===== config.mk =====
export PLATFORM = sky130hd
export DESIGN_NAME = button_debounce
export DESIGN_NICKNAME = d
export VERILOG_FILES = /design/src/rtl/button_debounce.sv
export SDC_FILE = /design/constraint.sdc
export NUM_CORES = 1
export LEC_CHECK = 0
export CORE_MARGIN = 4
export CORE_UTILIZATION = 30
export CTS_CLUSTER_DIAMETER = 50
export DETAILED_ROUTE_END_ITERATION = 10
export MAX_ROUTING_LAYER = met4
export PLACE_DENSITY = 0.47
export SYNTH_ARGS = -nofsm -noshare
export SYNTH_HDL_FRONTEND = slang
export SYNTH_SLANG_ARGS = --single-unit

===== constraint.sdc =====
create_clock -name clk -period 2 [get_ports clk]
set_input_delay 0.4 -clock clk [delete_from_list [all_inputs] [get_ports clk]]
set_output_delay 0.4 -clock clk [all_outputs]
set_load 0.005 [all_outputs]

===== src/rtl/button_debounce.sv =====
// button_debounce: conditions a raw, bouncy board input into a clean level,
// one-cycle rise/fall pulses and a wrapping 8-bit press count.
module button_debounce #(
    parameter int unsigned SIM_TICKS = 4,
    parameter int unsigned SYN_TICKS = 500000,
    parameter int unsigned CNT_W     = 20
) (
    input  logic       clk,
    input  logic       rst_n,
    input  logic       btn_in,
    output logic       btn_db,
    output logic       rise,
    output logic       fall,
    output logic       busy,
    output logic [7:0] press_cnt
);

    // Debounce interval; must be at least 2 and fit in CNT_W bits.
`ifdef SIM
    localparam int unsigned DEBOUNCE_TICKS = SIM_TICKS;
`else
    localparam int unsigned DEBOUNCE_TICKS = SYN_TICKS;
`endif

    localparam logic [CNT_W-1:0] LAST_TICK = CNT_W'(DEBOUNCE_TICKS - 1);
    localparam logic [CNT_W-1:0] ONE       = CNT_W'(1);

    typedef enum logic [1:0] {
        STABLE_LO,
        WAIT_HI,
        STABLE_HI,
        WAIT_LO
    } state_t;

    state_t           state;
    state_t           state_next;
    logic [CNT_W-1:0] cnt;
    logic [CNT_W-1:0] cnt_next;
    logic             sync1;
    logic             sync2;
    logic             db_next;
    logic             rise_next;
    logic             fall_next;
    logic [7:0]       press_next;

    // Two-flop synchronizer for the asynchronous board input.
    always_ff @(posedge clk) begin
        if (!rst_n) begin
            sync1 <= 1'b0;
            sync2 <= 1'b0;
        end else begin
            sync1 <= btn_in;
            sync2 <= sync1;
        end
    end

    // State, stability counter and registered outputs.
    always_ff @(posedge clk) begin
        if (!rst_n) begin
            state     <= STABLE_LO;
            cnt       <= '0;
            btn_db    <= 1'b0;
            rise      <= 1'b0;
            fall      <= 1'b0;
            busy      <= 1'b0;
            press_cnt <= '0;
        end else begin
            state     <= state_next;
            cnt       <= cnt_next;
            btn_db    <= db_next;
            rise      <= rise_next;
            fall      <= fall_next;
            busy      <= (state_next == WAIT_HI) || (state_next == WAIT_LO);
            press_cnt <= press_next;
        end
    end

    // Next-state logic: qualify N consecutive samples at the new level.
    always_comb begin
        state_next = state;
        cnt_next   = cnt;
        db_next    = btn_db;
        rise_next  = 1'b0;
        fall_next  = 1'b0;
        press_next = press_cnt;
        unique case (state)
            STABLE_LO: begin
                db_next = 1'b0;
                if (sync2) begin
                    state_next = WAIT_HI;
                    cnt_next   = ONE;
                end else begin
                    cnt_next = '0;
                end
            end
            WAIT_HI: begin
                if (!sync2) begin
                    state_next = STABLE_LO;
                    cnt_next   = '0;
                end else if (cnt == LAST_TICK) begin
                    state_next = STABLE_HI;
                    cnt_next   = '0;
                    db_next    = 1'b1;
                    rise_next  = 1'b1;
                    press_next = press_cnt + 8'd1;
                end else begin
                    cnt_next = cnt + ONE;
                end
            end
            STABLE_HI: begin
                db_next = 1'b1;
                if (!sync2) begin
                    state_next = WAIT_LO;
                    cnt_next   = ONE;
                end else begin
                    cnt_next = '0;
                end
            end
            WAIT_LO: begin
                if (sync2) begin
                    state_next = STABLE_HI;
                    cnt_next   = '0;
                end else if (cnt == LAST_TICK) begin
                    state_next = STABLE_LO;
                    cnt_next   = '0;
                    db_next    = 1'b0;
                    fall_next  = 1'b1;
                end else begin
                    cnt_next = cnt + ONE;
                end
            end
            default: begin
                state_next = STABLE_LO;
                cnt_next   = '0;
            end
        endcase
    end

endmodule

==> results of run 1 <==
-- layout make-up --
cell class                      instances  share of cell area, %
Multi-Input combinational cell        142                   42.0
Sequential cell                        35                   32.8
Timing Repair Buffer                   40                   15.8
Tap cell                               70                   4.09
Clock buffer                            5                   3.21
Inverter                                8                   1.40
Clock inverter                          3                  0.701
-- per-layer routing --
metal  wire length (µm)  part of all wire (%)  up-vias  track usage [%]
met1               1680                    50      615             15.4
li1                   -                     -      736                -
met3                134                   3.9        5             2.96
met2               1530                    45       20             18.3
met4                 46                   1.4        0             5.57
met5                  0                     0        -                -
-- logic make-up after synthesis --
family | Yosys count | share of synthesized area, %
AOI/OAI and AO/OA | 24 | 8.19
xor gates and xnor gates | 20 | 10.8
adders and majority gates | 6 | 4.64
buffers and inverters | 13 | 3.25
DFF | 35 | 43.3
muxes | 1 | 0.618
and+or+nand+nor | 91 | 29.2
-- stage by stage --
step | util [%] | setup slack, ns | power [mW] | instance area [µm²]
detailed placement | 39.0 | 0.0421 | 0.794 | 2020
global route | 41.4 | -0.0219 | 1.35 | 2140
floorplan | - | 0.0192 | 0.764 | 1620
CTS | 40.6 | 0.0187 | 1.30 | 2100
global placement | 39.0 | 0.0880 | 0.795 | 2020
finish | 41.4 | 0.0882 | 1.28 | 2140
-- report_power, final --
group	total, mW	switching, mW	internal, mW
Clock	0.498	0.260	0.238
Combinational	0.0701	0.0355	0.0346
Sequential	0.708	0.00366	0.704
Total	1.28	0.299	0.977
-- cell usage after synthesis --
library cell | count | share of area, %
ha_1 | 6 | 4.6
nand2_1 | 16 | 3.7
or4_1 | 2 | 0.93
or3_1 | 3 | 1.2
and4_1 | 2 | 1.1
xor2_1 | 14 | 7.6
nand2_2 | 1 | 0.39
clkinv_1 | 1 | 0.23
inv_1 | 7 | 1.6
and2_1 | 3 | 1.2
a21oi_1 | 9 | 2.8
o31ai_1 | 2 | 0.93
nand2b_1 | 2 | 0.77
clkbuf_1 | 2 | 0.46
nand3b_1 | 2 | 0.93
o22ai_1 | 1 | 0.39
o22a_1 | 1 | 0.54
mux2i_1 | 1 | 0.62
and3_1 | 3 | 1.2
or2_2 | 1 | 0.39
xnor2_1 | 6 | 3.2
o21a_1 | 1 | 0.46
nor4_1 | 4 | 1.5
nand3_1 | 14 | 4.3
nor2_1 | 27 | 6.3
nor4b_4 | 1 | 1.5
nor3_1 | 4 | 1.2
buf_2 | 3 | 0.93
dfxtp_1 | 35 | 43
o21ai_0 | 10 | 3.1
and4bb_2 | 1 | 0.77
nand4_1 | 5 | 1.9
-- critical path: stages, from the launching register on --
cell,delay (ns)
dfxtp_2,0.36
ha_4,0.14
nor4b_4,0.22
nand2_2,0.08
or3_4,0.42
buf_6,0.14
or3_4,0.36
a21oi_2,0.12
-- state kept, by name (all words and copies together), names as in the netlist --
signal	cells
sync2	1
btn_db	1
cnt	20
press_cnt	8
rise	1
fall	1
state	2
sync1	1
-- how the worst max path moves through the flow --
| stage | from | end | slack [ns] | cells after the start |
|---|---|---|---|---|
| 2_1_floorplan | cnt[0]$_SDFF_PN0_ | press_cnt[5]$_SDFFE_PN0P_ | 0.02 | 7 |
| 3_3_place_gp | cnt[1]$_SDFF_PN0_ | press_cnt[4]$_SDFFE_PN0P_ | 0.09 | 7 |
| 3_5_place_dp | cnt[1]$_SDFF_PN0_ | press_cnt[4]$_SDFFE_PN0P_ | 0.04 | 7 |
| 4_1_cts | cnt[1]$_SDFF_PN0_ | press_cnt[4]$_SDFFE_PN0P_ | 0.02 | 7 |
| 5_1_grt | cnt[1]$_SDFF_PN0_ | press_cnt[3]$_SDFFE_PN0P_ | -0.02 | 7 |
| 6_report | cnt[1]$_SDFF_PN0_ | press_cnt[3]$_SDFFE_PN0P_ | 0.09 | 7 |
-- what timing repair did --
item	4_1_cts	5_1_grt
resized for setup	0	7
setup endpoints to repair	0	6
buffers inserted	0	1
==> reports/results.txt, run 1 <==
Register area share after synthesis -> 43.3%
Total Nets Final -> 241
Dpl cells -> 294
Critical path class -> register to register
Startpoint types -> register
Layout cells sized above 1 -> 19.7%
Vias after detailed routing -> 1376
Hold_buf cts -> 0
Maxcap violations -> 0
LEAKAGE -> 0.736 nW
Critical Path AT -> 2.13 ns
Commonest non-fill, non-tap cell in the layout -> dfxtp_1
Most frequent cells in the layout -> 33 x dfxtp_1, 27 x nor2_1, 25 x buf_4
PwrDens -> 596 nW/µm²
Routed Antenna Nets -> 0
Number of remaining DRC errors -> 0
Worst Hold Class -> register to register
Crit share post-route -> 95.6%
Setup TNS -> 0 ns
CTS root buf -> clkbuf_8
Post-DP HPWL -> 2460 µm
Worst Reg2Reg Path Length in Cells -> 7
# fillers -> 519
Final setup viols -> 0
Terminus of the critical flop-to-flop path -> press_cnt[3]$_SDFFE_PN0P_
Mapped Avg Cell Area -> 8.52 µm²
Area of the multi-input gates -> 900 µm²
Drt wl/cell -> 11.2 µm
Hold path depth -> 1
Vias in the first global route -> 1316
Die footprint -> 6640 µm²
Slew margin rel. -> 74.1%
Clock sink total -> 35
Largest net degree at the start of global routing -> 20
RSZ-0062 raised after global routing -> yes
Overall routed net length -> 3400 µm
Final Slew Violations -> 0
Die outline width -> 81.5 µm
FP Rows -> 26
Initial Util -> 31.3%
Final Hold Fails -> 0
Clock-pin slew on the worst setup and hold paths -> 0.08 ns
Global-route wire length before repair -> 6030 µm
Global Route Usage Sum -> 12.2%
Seq cells post-synth -> 35
Grt total ovfl -> 0
Status -> finished, final reports clean
Max FO, Critical Path -> 7
Fin cells -> 303
Buffers on Ports -> 14
Area grow syn2layout -> 32.4%
H-Tree Depth -> 2
Synth Instances -> 190
Tightest Pin Transition -> 0.388 ns
Yosys cell types -> 32
VDD IR max -> 0.259 mV
Clk buf depth -> 2
WP data required -> 2.22 ns
Die Y -> 81.5 µm
Initial antenna violation count -> 0
# IOs -> 15
Post-layout min period -> 1.91 ns
Diode count -> 0
Worst skew pair latency -> 0.29 ns
Post-synth net total -> 199
Reg2reg setup slack -> 0.09 ns
Maximum clock frequency -> 523 MHz
Core area -> 5170 µm²
YS warnings -> 0
Fin Clk Skew -> 0.00585 ns
Number of vias per cell -> 4.54
CTS tree -> built
Worst Hold Margin -> 0.445 ns
Hold Path Sink -> sync2$_SDFF_PN0_
CTS Buf Count -> 5
Gpl congestion -> 0.804
DRT iter0 DRCs -> 30
Synth Cell Area -> 1620 µm²
Element type at the critical path end -> register
TritonRoute pass-1 iters -> 4
Hold Crit Start -> sync1$_SDFF_PN0_
Reg area -> 703 µm²
Reg-to-reg startpoint -> cnt[1]$_SDFF_PN0_
(Power assumes the default switching activity.)
==> run 2: changes to the inputs <==
--- a/config.mk
+++ b/config.mk
@@ -10,7 +10,7 @@
 export CTS_CLUSTER_DIAMETER = 50
 export DETAILED_ROUTE_END_ITERATION = 10
 export MAX_ROUTING_LAYER = met4
-export PLACE_DENSITY = 0.47
+export PLACE_DENSITY_LB_ADDON = 0.08
 export SYNTH_ARGS = -nofsm -noshare
 export SYNTH_HDL_FRONTEND = slang
 export SYNTH_SLANG_ARGS = --single-unit
==> reports/results.txt, run 2 (same netlist as run 1, synthesis figures left out) <==
Die outline width -> 81.5 µm (unchanged)
Slew margin rel. -> 66.4% (-7.7 points)
Reg area -> 703 µm² (unchanged)
Critical Path AT -> 2.15 ns (+0.02 ns)
TritonRoute pass-1 iters -> 6 (+2)
Maxcap violations -> 0 (unchanged)
# IOs -> 15 (unchanged)
Total Nets Final -> 237 (-1.7%)
Initial antenna violation count -> 0 (unchanged)
Cell Int Power -> 1.10 mW (+13%)
# fillers -> 517 (-0.39%)
Clk buf depth -> 2 (unchanged)
Core area -> 5170 µm² (unchanged)
Seq pwr share -> 51.5% (-4.0 points)
H-Tree Depth -> 2 (unchanged)
Gpl congestion -> 0.756 (-6.0%)
Initial Util -> 31.3% (unchanged)
Post-layout min period -> 1.95 ns (+0.0351 ns)
Element type at the critical path end -> register
Final Slew Violations -> 0 (unchanged)
Tightest Pin Transition -> 0.499 ns (+0.111 ns)
Hold_buf cts -> 0 (unchanged)
Die Y -> 81.5 µm (unchanged)
Final Core Density -> 41.4% (about the same)
Dpl cells -> 290 (-1.4%)
Clock sink total -> 35 (unchanged)
Die footprint -> 6640 µm² (unchanged)
Final Hold Fails -> 0 (unchanged)
Most frequent cells in the layout -> 33 x dfxtp_1, 27 x nor2_1, 21 x buf_4
Reg-to-reg startpoint -> cnt[1]$_SDFF_PN0_
Switching Fraction -> 20.1% (-3.3 points)
Overall Power -> 1.38 mW (+8.2%)
Diode count -> 0 (unchanged)
Global-route wire length before repair -> 6010 µm (-0.35%)
Hold path depth -> 1 (unchanged)
Largest registers -> cnt x20, press_cnt x8, state x2
Crit share post-route -> 97.3% (+1.8 points)
Overall routed net length -> 3550 µm (+4.4%)
WP data required -> 2.21 ns (about the same)
PwrDens -> 645 nW/µm² (+8.2%)
Sw Pwr -> 278 µW (-7.2%)
Clk network pwr share -> 43.6% (+4.6 points)
Drt wl/cell -> 11.9 µm (+6.1%)
DRT iter0 DRCs -> 31 (+3.3%)
Number of vias per cell -> 4.72 (+3.9%)
FP Rows -> 26 (unchanged)
Critical path class -> register to register
Maximum clock frequency -> 514 MHz (-1.8%)
Terminus of the critical flop-to-flop path -> press_cnt[7]$_SDFFE_PN0P_
VDD IR max -> 0.252 mV (-2.8%)
Post-DP HPWL -> 2620 µm (+6.3%)
Startpoint types -> register
Combinational share of power -> 4.9% (-0.6 points)
CTS tree -> built
Top reg by flops -> cnt
Vias after detailed routing -> 1406 (+2.2%)
Routed Antenna Nets -> 0 (unchanged)
Worst skew pair latency -> 0.28 ns (about the same)
Clock-pin slew on the worst setup and hold paths -> 0.07 ns (about the same)
LEAKAGE -> 0.721 nW (-2.2%)
CTS Buf Count -> 5 (unchanged)
Hold Path Sink -> sync2$_SDFF_PN0_
Buffers on Ports -> 14 (unchanged)
Largest net degree at the start of global routing -> 20 (unchanged)
Reg2reg setup slack -> 0.05 ns (-0.04 ns)
Area of the multi-input gates -> 901 µm² (+0.14%)
Number of remaining DRC errors -> 0 (unchanged)
Worst Hold Class -> register to register
Vias in the first global route -> 1379 (+4.8%)
CTS root buf -> clkbuf_8
Max FO, Critical Path -> 7 (unchanged)
Status -> finished, final reports clean
Grt total ovfl -> 0 (unchanged)
Max reg flops -> 20 (unchanged)
Final setup viols -> 0 (unchanged)
Worst Reg2Reg Path Length in Cells -> 6 (-1)
Layout cells sized above 1 -> 17.5% (-2.2 points)
Fin Clk Skew -> 0.00701 ns (+0.00116 ns)
Area grow syn2layout -> 32.3% (about the same)
Hold Crit Start -> sync1$_SDFF_PN0_
Commonest non-fill, non-tap cell in the layout -> dfxtp_1
Global Route Usage Sum -> 11.8% (-0.36 points)
Fin cells -> 298 (-1.7%)
run 2: power by group through the flow:
stage	clock, mW	sequential [mW]	combinational, mW
final	0.601	0.711	0.0681
after global routing	0.651	0.712	0.0756
after CTS	0.629	0.710	0.0680
after detailed placement	0	0.727	0.0675
after global placement	0	0.726	0.0673
after floorplan	0	0.726	0.0380
run 2: worst max-delay path, stage by stage, from the launching register on:
cell	delay (ns)
dfxtp_2	0.36
ha_4	0.14
nor4b_4	0.22
nand2_2	0.08
or3_4	0.43
or4_4	0.50
a21oi_2	0.14
run 2: worst max path at each step:
stage / endpoint / slack, ns / startpoint / cells past startpoint
floorplan: press_cnt[5]$_SDFFE_PN0P_ / 0.02 / cnt[0]$_SDFF_PN0_ / 7
global placement: press_cnt[7]$_SDFFE_PN0P_ / 0.09 / cnt[1]$_SDFF_PN0_ / 6
detailed placement: press_cnt[7]$_SDFFE_PN0P_ / 0.03 / cnt[1]$_SDFF_PN0_ / 6
CTS: press_cnt[7]$_SDFFE_PN0P_ / 0.008 / cnt[1]$_SDFF_PN0_ / 6
global route: press_cnt[7]$_SDFFE_PN0P_ / -0.02 / cnt[1]$_SDFF_PN0_ / 6
finish: press_cnt[7]$_SDFFE_PN0P_ / 0.05 / cnt[1]$_SDFF_PN0_ / 6
run 2: per-stage QoR:
stage	hold WS, ns	setup TNS (ns)	setup WS [ns]	instance area (µm²)
2_1_floorplan	0.412	0	0.0192	1620
3_3_place_gp	0.423	0	0.0895	2000
3_5_place_dp	0.418	0	0.0273	2000
4_1_cts	0.435	0	0.00786	2100
5_1_grt	0.450	-0.0202	-0.0202	2140
6_report	0.433	0	0.0531	2140
run 2: cell type report:
type	instances	share of cell area, %
clock buffer	6	3.39
clock inverter	1	1.40
inverter	8	1.40
multi-input combinational	142	42.1
sequential	35	32.8
tap	70	4.09
timing repair buffer	36	14.8
run 2: per-layer routing:
layer	vias up	track usage (%)	routed length, µm
met3	2	3.07	106
met1	663	14.1	1690
met4	0	4.73	25
met5	-	-	0
li1	723	-	-
met2	18	19.1	1720
run 2: repair_timing:
action | CTS | global route
setup endpoints to repair | 0 | 2
buffers inserted | 0 | 1
resized for setup | 0 | 6
